`src/rtl/tone_scheduler.sv`:
```
// Shares one tone oscillator among four requesters with round-robin arbitration and a silent gap between tones.
// Optional macro TONE_SCHEDULER_PREEMPT_EN: requester 0 preempts any other tone in PLAY or GAP.
module tone_scheduler #(
    parameter int DUR_CYCLES = 10000000,
    parameter int GAP_CYCLES = 1000
) (
    input  logic        clk,
    input  logic        nRst,
    input  logic        state,
    input  logic [3:0]  req,
    input  logic [31:0] req_freq,
    output logic [7:0]  freq,
    output logic        playSound,
    output logic [3:0]  grant,
    output logic        busy
);
    // state | meaning
    // IDLE  | no tone, waiting for a pending request while ON
    // START | playSound strobe cycle, grant and freq just loaded
    // PLAY  | tone held for DUR_CYCLES
    // GAP   | silence for GAP_CYCLES, grant released, freq held
    localparam logic [1:0]  IDLE     = 2'd0;
    localparam logic [1:0]  START    = 2'd1;
    localparam logic [1:0]  PLAY     = 2'd2;
    localparam logic [1:0]  GAP      = 2'd3;
    localparam logic        MODE_ON  = 1'b1;
    localparam logic [23:0] DUR_LAST = 24'(DUR_CYCLES - 1);
    localparam logic [23:0] GAP_LAST = 24'(GAP_CYCLES - 1);

    logic [1:0]  fsm, fsm_nxt;
    logic [3:0]  pending;
    logic [23:0] cnt, cnt_nxt;
    logic [1:0]  last_id;
    logic [1:0]  rr_id;
    logic        rr_hit;
    logic        take;
    logic [1:0]  win_id;
    logic [3:0]  clr_mask;

    always_comb begin
        rr_id  = 2'd0;
        rr_hit = 1'b0;
        for (int k = 1; k <= 4; k++) begin
            if (!rr_hit && pending[last_id + 2'(k)]) begin
                rr_hit = 1'b1;
                rr_id  = last_id + 2'(k);
            end
        end
    end

    // A request already pending at the last GAP cycle starts straight away, so
    // back-to-back tones repeat every 1 + DUR_CYCLES + GAP_CYCLES cycles.
    always_comb begin
        fsm_nxt = fsm;
        cnt_nxt = cnt;
        take    = 1'b0;
        win_id  = rr_id;
        case (fsm)
            IDLE: begin
                if (rr_hit) take = 1'b1;
            end
            START: begin
                fsm_nxt = PLAY;
                cnt_nxt = '0;
            end
            PLAY: begin
                if (cnt == DUR_LAST) begin
                    fsm_nxt = GAP;
                    cnt_nxt = '0;
                end else begin
                    cnt_nxt = cnt + 24'd1;
                end
            end
            GAP: begin
                if (cnt == GAP_LAST) begin
                    cnt_nxt = '0;
                    if (rr_hit) take = 1'b1;
                    else        fsm_nxt = IDLE;
                end else begin
                    cnt_nxt = cnt + 24'd1;
                end
            end
            default: fsm_nxt = IDLE;
        endcase
`ifdef TONE_SCHEDULER_PREEMPT_EN
        if ((fsm == PLAY || fsm == GAP) && pending[0] && last_id != 2'd0) begin
            take   = 1'b1;
            win_id = 2'd0;
        end
`endif
        if (take) begin
            fsm_nxt = START;
            cnt_nxt = '0;
        end
    end

    assign clr_mask = take ? (4'b0001 << win_id) : 4'b0000;

    always_ff @(posedge clk or negedge nRst) begin
        if (!nRst) begin
            fsm       <= IDLE;
            pending   <= '0;
            cnt       <= '0;
            last_id   <= 2'd3;
            freq      <= '0;
            playSound <= 1'b0;
            grant     <= '0;
        end else if (state != MODE_ON) begin
            fsm       <= IDLE;
            pending   <= '0;
            cnt       <= '0;
            freq      <= '0;
            playSound <= 1'b0;
            grant     <= '0;
        end else begin
            fsm       <= fsm_nxt;
            cnt       <= cnt_nxt;
            // a request arriving on the clearing edge wins, so the winner retriggers
            pending   <= (pending & ~clr_mask) | req;
            playSound <= take;
            if (take) begin
                freq    <= req_freq[{win_id, 3'b000} +: 8];
                grant   <= 4'b0001 << win_id;
                last_id <= win_id;
            end else if (fsm_nxt != PLAY) begin
                grant   <= '0;
            end
        end
    end

    assign busy = (fsm != IDLE);

endmodule

```
`config.mk`:
```
export PLATFORM = sky130hd
export DESIGN_NAME = tone_scheduler
export DESIGN_NICKNAME = d
export VERILOG_FILES = /design/src/rtl/tone_scheduler.sv
export SDC_FILE = /design/constraint.sdc
export NUM_CORES = 1
export LEC_CHECK = 0
export CORE_ASPECT_RATIO = 1.1
export CORE_MARGIN = 2
export CORE_UTILIZATION = 50
export CTS_BUF_LIST = sky130_fd_sc_hd__clkbuf_16
export CTS_CLUSTER_SIZE = 20
export DETAILED_ROUTE_END_ITERATION = 8
export PLACE_DENSITY = 0.87
export SLEW_MARGIN = 20
export SYNTH_ARGS = -nofsm -noshare
export SYNTH_HDL_FRONTEND = slang
export SYNTH_SLANG_ARGS = --single-unit
```
`constraint.sdc`:
```
create_clock -name clk -period 2.33 [get_ports clk]
set_input_delay 0.699 -clock clk [delete_from_list [all_inputs] [get_ports clk]]
set_output_delay 0.699 -clock clk [all_outputs]
set_load 0.02 [all_outputs]
```
==> summary.md <==
| Metric | Value |
|---|---|
| Outcome | finished clean |
| Setup TNS | 0 ns |
| GR Util met1 | 0.2768 |
| Final core occ | 0.6923 |
| Critical path, cell by cell | nor4_2 -> nor3_1 -> nor2b_1 -> o211ai_1 -> buf_4 -> buf_4 -> o311ai_1 |
| Htree depth | 2 |
| Max-Cap Viols | 0 |
| Routed vias | roughly 2500 |
| Num CTS Buffers | 5 |
| Setup WS post-layout | between 0.09 and 0.1 ns |
| Mapped Cells | 281 |
| CTS sink cnt | 45 |
| Top-count cell post-synth | dfrtp_1 |
| Synth Warn # | 0 |
| Io pins | 53 |
| Crit Path Max Fanout | 8 |
| Layout area overhead | 35.32% |
| Die area | 6018 µm² |
| Buffers on Ports | 52 |
| Drt pass-1 iters | 4 |
| Worst Tran Pin Value | 0.5576 ns |
| Slowest CP cell | nor4_2 |
| Top cells by count, synth | dfrtp_1 (43), nand2_1 (25), nand3_1 (23) |
| Root Buffer | clkbuf_16 |
| P_leak | 1.645 nW |
| Minimum clock period | 2.234 ns |
| Top post-synthesis cells by area | dfrtp_1 (40%), mux2i_1 (7.0%), nand3_1 (4.3%) |
| Initial drt markers | 185 |
| Most Used Layer, Global Route | met2 |
| Chip Height | 81.16 µm |
| PD cells | 894.9 nW/µm² |
| CTS tree | done |
| Bufs on Longest Clock Path | 2 |
| Placement Setup Slack | -0.07538 ns |
| Initial antenna violation count | 0 |
| Crit-path max cell delay | 0.47 ns |
| Initial Util | 0.5116 |
| Crit path DAT | around 2.4 ns |
| Fill cells | 403 |
| Max rail drop VDD | 0.4133 mV |
| Post-synthesis register bit count | 45 |
| Share of cells above drive strength 1 | 0.1685 |
| Mapped cell area | 2706 µm² |
| Gp weighted congestion | 0.8883 |
| Die X | 74.15 µm |
| Placed wire-length estimate | 5099 µm |
| CP Class | reg -> reg |
| Avg Cell Area, Syn | 9.631 µm² |
| Clk_skew | 0.003964 ns |
| Distinct cell type count after synthesis | just over 50 |
| Ys flop type | dfrtp_1 |
| Final ANT Viol Nets | 0 |
| Antenna diodes | 0 |
| Worst Setup End Kind | register |
| Drt drc | 0 |
| Family with the most delay on the worst path | simple AND/OR/NAND/NOR gates |
| Pin count of the biggest net entering global routing | 46 |
| Synth top area share | 0.3976 |
| WL final | 7009 µm |
| Final Net Count | 405 |
| Worst min path class | in -> async |
| Setup crit start kind | register |
| Std-Cell Rows | 28 |
| Vias in the first global route | 2513 |
| Worst-skew pair later-pin latency | 0.29 ns |
| Syn Nets | 325 |
| Final setup vio count | 0 |
| M3 GR Usage | 0.04467 |
| Final hold viol count | 0 |
| Clock transition at path regs | 0.06 ns |
| Max-slew violation count | 0 |
| Tcrit/Tclk final | 0.9589 |
| Area of the multi-input gates | 1511 µm² |
| Worst path required time | between 2 and 3 ns |
| Avg WL per Cell | 16.04 µm |
| DR vias/cell | 5.810 |
| Post-synth ARST share | 1.000 |
| Worst path bufs/invs | 2 |
| Slew margin rel. | 0.6283 |
| Sequential element share of the synthesized area | 0.4170 |
| Met2 Usage GRT | 0.4411 |
| First-pass GRT wire length | ~11000 µm |
| Area leader, netlist | dfrtp_1 |
| Max Fclk | 447.6 MHz |
| Crit-path most repeated cell | buf_4 |
| Post-synth EDFFs | 0 |
| All-Layer GR Usage | 0.2398 |
| Grt ovf | 0 |
| Core area | 5290 µm² |
| Register area | 1129 µm² |
-- sequential cells by signal, indices dropped and copies added, names as in the netlist --
register,cells
cnt,24
fsm,2
pending,4
last_id,2
playSound,1
grant,4
freq,8
-- worst register-to-register path, cell delays in order (launching register included) --
cell and delay, ns:
dfrtp_1 0.45, nor4_2 0.47, nor3_1 0.15, nor2b_1 0.29
o211ai_1 0.14, buf_4 0.19, buf_4 0.15, o311ai_1 0.30
-- layout make-up --
type                    count  area share
well taps                  75     0.02562
inverters                  10     0.01025
clock buffers               5     0.03416
repair buffers             82      0.2053
clock inverters             3    0.003758
flip-flops and latches     45      0.3082
multi-input cells         217      0.4127
-- layer usage --
metal,share of wire,vias to the layer above
met4,0.019,0
met5,0,-
li1,-,1204
met2,0.51,74
met1,0.41,1250
met3,0.062,11
-- cells in the final DEF, fill, tap and decap left out, types with 3 or more instances in the layout --
cell,n
a21o_1,7
a21oi_1,4
a22o_1,6
a31oi_1,4
and3_1,3
and4_1,4
buf_4,29
clkbuf_16,5
clkdlybuf4s50_1,50
dfrtp_1,43
ha_1,5
inv_1,11
mux2_2,8
mux2i_1,19
nand2_1,25
nand2b_1,3
nand3_1,23
nand4_1,5
nor2_1,19
nor3_1,11
o21a_1,5
o21ai_0,13
o21ai_1,4
o31a_1,3
or4_4,3
xor2_1,5
-- final timing paths --
kind | from | slack, ns | depth (start not counted) | to
max | pending[3] | 0.1 | 7 | cnt[21]
min | nRst | 0.48 | 2 | freq[1]
max reg2reg | pending[3] | 0.1 | 7 | cnt[21]
min reg2reg | grant[3] | 0.48 | 1 | grant[3]
max in group asynchronous | nRst | 1.46 | 2 | cnt[16]
min in group clk | grant[3] | 0.48 | 1 | grant[3]
-- cell families (layout without fill, tap and decap cells) --
family	Yosys count	after routing	synth area share
compound gates	62	62	0.1632
xor+xnor	7	7	0.02265
fa+ha+maj	5	5	0.02312
buf+inv	19	100	0.03098
flops	45	45	0.4170
mux	27	27	0.1036
simple gates	116	116	0.2395
-- repair_timing --
item | in CTS | in global routing
pin swaps | 0 | 3
cloned | 0 | 0
resized for setup | 1 | 2
setup buffers | 0 | 2
hold buffers | 0 | 0
setup endpoints to repair | 1 | 5
-- power breakdown --
| part | switching [W] | internal, W |
|---|---|---|
| Combinational | 0.000854 | 0.000730 |
| Sequential | 0.0000933 | 0.000926 |
| Clock | 0.000286 | 0.000389 |
| Total | 0.00123 | 0.00204 |
-- through the flow --
| step | cells | total power (W) | hold slack, ns | cell area (µm²) |
|---|---|---|---|---|
| 6_report | 437 | 0.003277 | 0.4838 | 3662 |
| 5_1_grt | 437 | 0.003468 | 0.5066 | 3662 |
| 4_1_cts | 435 | 0.003286 | 0.4906 | 3636 |
| 3_5_place_dp | 427 | 0.002612 | 0.4765 | 3498 |
| 3_3_place_gp | 427 | 0.002563 | 0.4720 | 3498 |
| 2_1_floorplan | 281 | 0.001941 | 0.4034 | 2706 |
Power figures use the tool's default switching activity.
